File: src/rtl/ntt_scheduler_if.sv
// Issue and write-back bundle between the NTT scheduler (master) and the butterfly datapath (slave).
// Lane l occupies [8l+:8] of the index buses and [7l+:7] of the zeta bus.
interface ntt_scheduler_if;
   logic        issue_valid;
   logic        issue_ready;
   logic [63:0] issue_a_idx;
   logic [63:0] issue_b_idx;
   logic [55:0] issue_zeta_idx;
   logic        rd_bank;
   logic        wb_valid;
   logic [63:0] wb_a_idx;
   logic [63:0] wb_b_idx;
   logic        wb_bank;

   modport master (
      output issue_valid, issue_a_idx, issue_b_idx, issue_zeta_idx, rd_bank,
      output wb_valid, wb_a_idx, wb_b_idx, wb_bank,
      input  issue_ready
   );

   modport slave (
      input  issue_valid, issue_a_idx, issue_b_idx, issue_zeta_idx, rd_bank,
      input  wb_valid, wb_a_idx, wb_b_idx, wb_bank,
      output issue_ready
   );
endinterface

File: src/rtl/ntt_scheduler.sv
// Kyber forward-NTT sequencer: one 8-butterfly group per handshake, write-back BF_LATENCY cycles later.
// issue_ready low freezes the current group; each stage waits for its last write-back before the next.
module ntt_scheduler #(
   parameter int LANES      = 8,
   parameter int BF_LATENCY = 5,
   parameter int NUM_STAGES = 7
) (
   input  logic            clk,
   input  logic            reset,
   input  logic            start,
   output logic            busy,
   output logic            done,
   output logic [2:0]      stage,
   ntt_scheduler_if.master bus
);
   typedef enum logic [1:0] {S_IDLE, S_ISSUE, S_DRAIN, S_DONE} state_t;

   typedef struct packed {
      logic        vld;
      logic [63:0] a;
      logic [63:0] b;
      logic        bank;
   } wb_ent_t;

   localparam logic [2:0] LAST_STAGE = 3'(NUM_STAGES - 1);
   localparam logic [3:0] LAST_GROUP = 4'(128 / LANES - 1);

   state_t      state_q, state_d;
   logic [2:0]  stage_q, stage_d;
   logic [3:0]  group_q, group_d;
   wb_ent_t     pipe_q [BF_LATENCY];
   wb_ent_t     ent_in;
   logic        fire;
   logic        in_flight;

   logic [63:0] a_bus, b_bus;
   logic [55:0] z_bus;
   logic [2:0]  sh;
   logic [3:0]  sh1;
   logic [7:0]  len8;
   logic [6:0]  p, blk;
   logic [7:0]  off, a_l;

   assign fire = (state_q == S_ISSUE) && bus.issue_ready;

   always_ff @(posedge clk) begin
      if (reset) begin
         state_q <= S_IDLE;
         stage_q <= '0;
         group_q <= '0;
      end else begin
         state_q <= state_d;
         stage_q <= stage_d;
         group_q <= group_d;
      end
   end

   always_comb begin
      state_d = state_q;
      stage_d = stage_q;
      group_d = group_q;
      case (state_q)
         S_IDLE: begin
            if (start) begin
               stage_d = '0;
               group_d = '0;
               state_d = S_ISSUE;
            end
         end
         S_ISSUE: begin
            if (fire) begin
               group_d = group_q + 4'd1;
               if (group_q == LAST_GROUP) state_d = S_DRAIN;
            end
         end
         S_DRAIN: begin
            // Barrier: the next stage reads the bank this stage is still writing.
            if (!in_flight) begin
               if (stage_q == LAST_STAGE) begin
                  state_d = S_DONE;
               end else begin
                  stage_d = stage_q + 3'd1;
                  group_d = '0;
                  state_d = S_ISSUE;
               end
            end
         end
         S_DONE:  state_d = S_IDLE;
         default: state_d = S_IDLE;
      endcase
   end

   // a inserts a zero bit at position log2(len) of the butterfly number p; b sets that bit.
   always_comb begin
      a_bus = '0;
      b_bus = '0;
      z_bus = '0;
      p     = '0;
      blk   = '0;
      off   = '0;
      a_l   = '0;
      sh    = 3'd7 - stage_q;
      sh1   = {1'b0, sh} + 4'd1;
      len8  = 8'd1 << sh;
      for (int l = 0; l < LANES; l++) begin
         p   = {group_q, 3'(l)};
         blk = p >> sh;
         off = {1'b0, p} & (len8 - 8'd1);
         a_l = ({1'b0, blk} << sh1) | off;
         a_bus[8*l +: 8] = a_l;
         b_bus[8*l +: 8] = a_l + len8;
         z_bus[7*l +: 7] = (7'd1 << stage_q) + blk;
      end
   end

   always_comb begin
      ent_in = '0;
      if (fire) begin
         ent_in.vld  = 1'b1;
         ent_in.a    = a_bus;
         ent_in.b    = b_bus;
         ent_in.bank = ~stage_q[0];
      end
   end

   always_ff @(posedge clk) begin
      if (reset) begin
         for (int i = 0; i < BF_LATENCY; i++) pipe_q[i] <= '0;
      end else begin
         pipe_q[0] <= ent_in;
         for (int i = 1; i < BF_LATENCY; i++) pipe_q[i] <= pipe_q[i-1];
      end
   end

   always_comb begin
      in_flight = 1'b0;
      for (int i = 0; i < BF_LATENCY; i++) in_flight = in_flight | pipe_q[i].vld;
   end

   assign busy  = (state_q != S_IDLE);
   assign done  = (state_q == S_DONE);
   assign stage = stage_q;

   assign bus.issue_valid    = (state_q == S_ISSUE);
   assign bus.issue_a_idx    = (state_q == S_ISSUE) ? a_bus : '0;
   assign bus.issue_b_idx    = (state_q == S_ISSUE) ? b_bus : '0;
   assign bus.issue_zeta_idx = (state_q == S_ISSUE) ? z_bus : '0;
   assign bus.rd_bank        = stage_q[0];

   assign bus.wb_valid = pipe_q[BF_LATENCY-1].vld;
   assign bus.wb_a_idx = pipe_q[BF_LATENCY-1].a;
   assign bus.wb_b_idx = pipe_q[BF_LATENCY-1].b;
   assign bus.wb_bank  = pipe_q[BF_LATENCY-1].bank;
endmodule

File: src/flat_wrapper.sv
// flat-port wrapper written by rule: the top's interface ports become plain ports
module ntt_scheduler_flat 
#(
   parameter int LANES      = 8,
   parameter int BF_LATENCY = 5,
   parameter int NUM_STAGES = 7
)
  (clk, reset, start, busy, done, stage, bus_issue_valid, bus_issue_a_idx, bus_issue_b_idx, bus_issue_zeta_idx, bus_rd_bank, bus_wb_valid, bus_wb_a_idx, bus_wb_b_idx, bus_wb_bank, bus_issue_ready);
  ntt_scheduler_if bus_i ();
  input  logic clk;
  input  logic reset;
  input  logic start;
  output logic busy;
  output logic done;
  output logic [2:0] stage;
  output wire logic [$bits(bus_i.issue_valid)-1:0] bus_issue_valid;
  output wire logic [$bits(bus_i.issue_a_idx)-1:0] bus_issue_a_idx;
  output wire logic [$bits(bus_i.issue_b_idx)-1:0] bus_issue_b_idx;
  output wire logic [$bits(bus_i.issue_zeta_idx)-1:0] bus_issue_zeta_idx;
  output wire logic [$bits(bus_i.rd_bank)-1:0] bus_rd_bank;
  output wire logic [$bits(bus_i.wb_valid)-1:0] bus_wb_valid;
  output wire logic [$bits(bus_i.wb_a_idx)-1:0] bus_wb_a_idx;
  output wire logic [$bits(bus_i.wb_b_idx)-1:0] bus_wb_b_idx;
  output wire logic [$bits(bus_i.wb_bank)-1:0] bus_wb_bank;
  input wire logic [$bits(bus_i.issue_ready)-1:0] bus_issue_ready;
  assign bus_issue_valid = bus_i.issue_valid;
  assign bus_issue_a_idx = bus_i.issue_a_idx;
  assign bus_issue_b_idx = bus_i.issue_b_idx;
  assign bus_issue_zeta_idx = bus_i.issue_zeta_idx;
  assign bus_rd_bank = bus_i.rd_bank;
  assign bus_wb_valid = bus_i.wb_valid;
  assign bus_wb_a_idx = bus_i.wb_a_idx;
  assign bus_wb_b_idx = bus_i.wb_b_idx;
  assign bus_wb_bank = bus_i.wb_bank;
  assign bus_i.issue_ready = bus_issue_ready;
  ntt_scheduler #(.LANES(LANES), .BF_LATENCY(BF_LATENCY), .NUM_STAGES(NUM_STAGES)) u_core (.clk(clk), .reset(reset), .start(start), .busy(busy), .done(done), .stage(stage), .bus(bus_i));
endmodule
File: config.mk
export PLATFORM = sky130hd
export DESIGN_NAME = ntt_scheduler_flat
export DESIGN_NICKNAME = d
export VERILOG_FILES = /design/src/rtl/ntt_scheduler_if.sv /design/src/rtl/ntt_scheduler.sv /design/src/flat_wrapper.sv
export SDC_FILE = /design/constraint.sdc
export NUM_CORES = 1
export LEC_CHECK = 0
export ABC_AREA = 1
export BUFFER_PORTS_ARGS = -buffer_cell sky130_fd_sc_hd__buf_2
export CELL_PAD_IN_SITES_DETAIL_PLACEMENT = 0
export CELL_PAD_IN_SITES_GLOBAL_PLACEMENT = 1
export CORE_MARGIN = 2
export CORE_UTILIZATION = 42
export DETAILED_ROUTE_END_ITERATION = 8
export HOLD_SLACK_MARGIN = 0.05
export PLACE_DENSITY = 0.78
export SLEW_MARGIN = 40
export SYNTH_ARGS = -nofsm -noshare
export SYNTH_HDL_FRONTEND = slang
export SYNTH_SLANG_ARGS = --single-unit
File: constraint.sdc
create_clock -name clk -period 4.5 [get_ports clk]
set_clock_uncertainty 0.1 [all_clocks]
set_input_delay 0.225 -clock clk [delete_from_list [all_inputs] [get_ports clk]]
set_output_delay 0.225 -clock clk [all_outputs]
set_load 0.01 [all_outputs]
==> key figures <==
Critical path
  – Worst path arrival time: 3.95 ns
  – CP startpoint kind: flip-flop
  – Critical path's slowest cell: fa_1
  – WS Path Type: reg2out
  – Flop2flop setup slack: 1.08 ns
  – Buf/Inv on CP: 6
  – Critical path depth: 18
  – Critical path destination: bus_issue_b_idx[38]
  – RR Endpoint: u_core.pipe_q[0][39]$_SDFF_PP0_
  – Origin of the worst setup path: u_core.stage[1]$_SDFFE_PP0P_
  – Worst EP required: 4.18 ns
  – Critical path's most frequent cell: nor2_1
  – Reg2reg path depth: 17
  – Max incr delay on CP: 0.42 ns
  – CP top delay family: adder cells
  – Critical-path maximum fanout: 15
  – CP Capture Type: output pin
  – Worst-path cell chain: inv_2, ha_4, ha_2, buf_12, nor2_8, nand2_4, buf_12, inv_1, ha_1, fa_1, inv_1, o31ai_2, a21oi_1, nor2_1, nor2_1, xor2_2, nor2_1, buf_2
  – Worst flop-to-flop path startpoint: u_core.stage[1]$_SDFFE_PP0P_

Place
  – Post-DP Area: 26,100 um2
  – Port bufs: 324
  – Placed insts: 3,978
  – Hpwl dp: 45,300 um
  – Routability cong.: 0.884

Synthesis
  – Post-synth cell types: 43
  – #FFs+latches synth: 659
  – Syn Nets: 3,187
  – Seq/Total Area, Yosys: 0.536
  – Post-synth ARST share: 0
  – Main flop type after synthesis: dfxtp_1
  – Ys Warns: 0
  – Avg Inst Size Synth: 7.97 um2
  – Number of synthesized flops with an enable pin: 0
  – Mapped cell area: 24,600 um2
  – Mapped Cells: 3,088

STA
  – Hold slack: 0.132 ns
  – Final Hold Viols: 0
  – Slew @ Worst Pin: 0.741 ns
  – Achievable frequency: 234 MHz
  – Period utilization: 0.950
  – Slew margin rel.: 0.505
  – Final Max Slew Viols: 0
  – RSZ-0062 raised after global routing: yes
  – TNS Setup: 0 ns
  – Min cycle time layout: 4.27 ns
  – Final setup vio count: 0

Detailed routing
  – Drt total wl: 61,900 um
  – TritonRoute pass-1 iters: 5
  – # DRC: 0
  – Via density per instance: 4.33
  – DR vias: 17,900
  – Wire length per cell: 15.0 um
  – Final ANT Viol Nets: 0
  – Initial drt markers: 955

Die
  – Total die area: 60,600 um2
  – Num ports: 325
  – Die X: 246 um
  – Starting Density: 0.426
  – Row cnt: 88
  – Die Y: 246 um
  – Placeable Area: 57,800 um2

Final layout
  – Final layout net count: 3,412
  – Layout cells sized above 1: 0.187
  – Ant. Diodes: 0
  – Final non-filler cell total: 4,131
  – Area growth, synth to finish: 18.9%
  – Final instance area: 29,300 um2
  – Most frequent cells in the layout: nor2_1, inv_1, dfxtp_1, buf_2, nand2_1
  – Commonest non-fill, non-tap cell in the layout: nor2_1
  – Final Util: 0.506

Global route
  – First-pass GRT wire length: 94,400 um
  – M3 GR Usage: 0.0431
  – Met1 usage: 0.256
  – Initial antenna violation count: 1
  – Most Used Layer, Global Route: met2
  – GRT overflow: 0
  – Number of global-route vias before repair: 17,200
  – GRT Resource Usage Total: 0.202
  – Met2 Track Usage GR: 0.333
  – Largest net degree at the start of global routing: 211

Power and ir drop
  – Worst vdd ir: 258 uV
  – Pleak: 13.9 nW
  – Power per cell area: 431 nW/um2

Outcome
  – Status: finished clean

Clock network
  – Clock Latency Late Sink: 0.59 ns
  – Clock root buffer: clkbuf_16
  – Clk sink count: 659
  – CTS tree: built
  – TritonCTS buffer count: 66
  – H-tree depth: 3
  – Clock Path Buffers: 3
  – Clock transition at path regs: 0.06 ns

Worst hold path
  – Hold depth: 4
  – Worst Hold Class: in2reg

Job
  – Max-Cap Viols: 0
[timing repair]
action                                  4_1_cts  5_1_grt
buffers inserted                              5       24
endpoints found under the hold margin        97        0
pin swaps                                     2       32
endpoints found under the setup margin       26       24
hold buffers                                  2        0
gates resized for setup                      48       80
[Yosys cell counts, types with 3 or more instances]
library cell | instances | area share
nor3_1 | 6 | 0.0012
nor2_2 | 6 | 0.0015
fa_1 | 16 | 0.013
clkbuf_1 | 93 | 0.014
nand3_1 | 49 | 0.010
ha_1 | 79 | 0.040
o21ai_2 | 5 | 0.0018
nand3_2 | 4 | 0.0016
xnor2_1 | 10 | 0.0036
o31ai_1 | 7 | 0.0021
o211ai_1 | 11 | 0.0034
a21oi_1 | 146 | 0.030
o22ai_1 | 3 | 0.00076
nor2_1 | 780 | 0.12
inv_2 | 8 | 0.0012
nand4_1 | 3 | 0.00076
o21ai_0 | 58 | 0.012
buf_2 | 3 | 0.00061
nand2_2 | 7 | 0.0018
inv_1 | 748 | 0.11
o21ai_1 | 9 | 0.0018
buf_1 | 5 | 0.00076
nand3_4 | 3 | 0.0021
nand2_1 | 190 | 0.029
xor2_1 | 28 | 0.010
dfxtp_1 | 659 | 0.54
buf_4 | 132 | 0.040
[per-layer routing]
metal	part of all wire	routed length, um
met5	0	0
met4	0.034	2100
met3	0.054	3360
met2	0.47	29000
met1	0.44	27400
[how the worst min path moves through the flow]
stage / to / start / slack (ns)
final: u_core.state_q[0]$_SDFFE_PP0P_ / bus_issue_ready / 0.13
after floorplan: u_core.pipe_q[0][130]$_SDFF_PP0_ / u_core.pipe_q[0][0]$_SDFF_PP0_ / 0.29
after detailed placement: u_core.pipe_q[0][278]$_SDFF_PP0_ / u_core.pipe_q[0][148]$_SDFF_PP0_ / 0.29
after CTS: u_core.state_q[0]$_SDFFE_PP0P_ / bus_issue_ready / 0.08
after global placement: u_core.pipe_q[0][413]$_SDFF_PP0_ / u_core.pipe_q[0][283]$_SDFF_PP0_ / 0.29
after global routing: u_core.state_q[0]$_SDFFE_PP0P_ / bus_issue_ready / 0.15
[registers in the layout, summed over array words and instances (netlist names)]
name / flops
u_core.pipe_q: 650
u_core.stage: 3
u_core.state_q: 2
u_core.group_q: 4
[cell families (layout without fill, tap and decap cells)]
kind of cell | after synthesis | after routing | synth area share
flip-flops | 659 | 659 | 0.536
buffers and inverters | 992 | 1270 | 0.172
adder cells (fa/ha/maj) | 95 | 95 | 0.0532
XOR/XNOR | 38 | 38 | 0.0135
AO/OA/AOI/OAI | 249 | 249 | 0.0552
AND/OR/NAND/NOR | 1055 | 1055 | 0.170
[metrics by stage]
step                setup WS (ns)  total power [mW]
finish                      0.227              12.6
global route              -0.0502              13.1
CTS                       0.00113              12.7
detailed placement          0.211              6.87
global placement            0.200              6.87
floorplan                   0.206              6.54
[cell type report]
type                            instances  area (um2)
Inverter                              758        2880
Tap cell                              765         957
Timing Repair Buffer                  391        2240
Fill cell                            5654       28500
Clock buffer                           91        1940
Multi-Input combinational cell       1437        7610
Clock inverter                         30         440
Sequential cell                       659       13200
[worst min-delay path, cell delays in order]
cell	delay (ns)
buf_2	0.11
a41oi_1	0.18
o211ai_1	0.22
inv_1	0.04
[where the power goes]
group | switching (mW) | internal, mW
Combinational | 0.625 | 0.256
Sequential | 0.0237 | 5.89
Clock | 2.24 | 3.57
(Power assumes the default switching activity.)
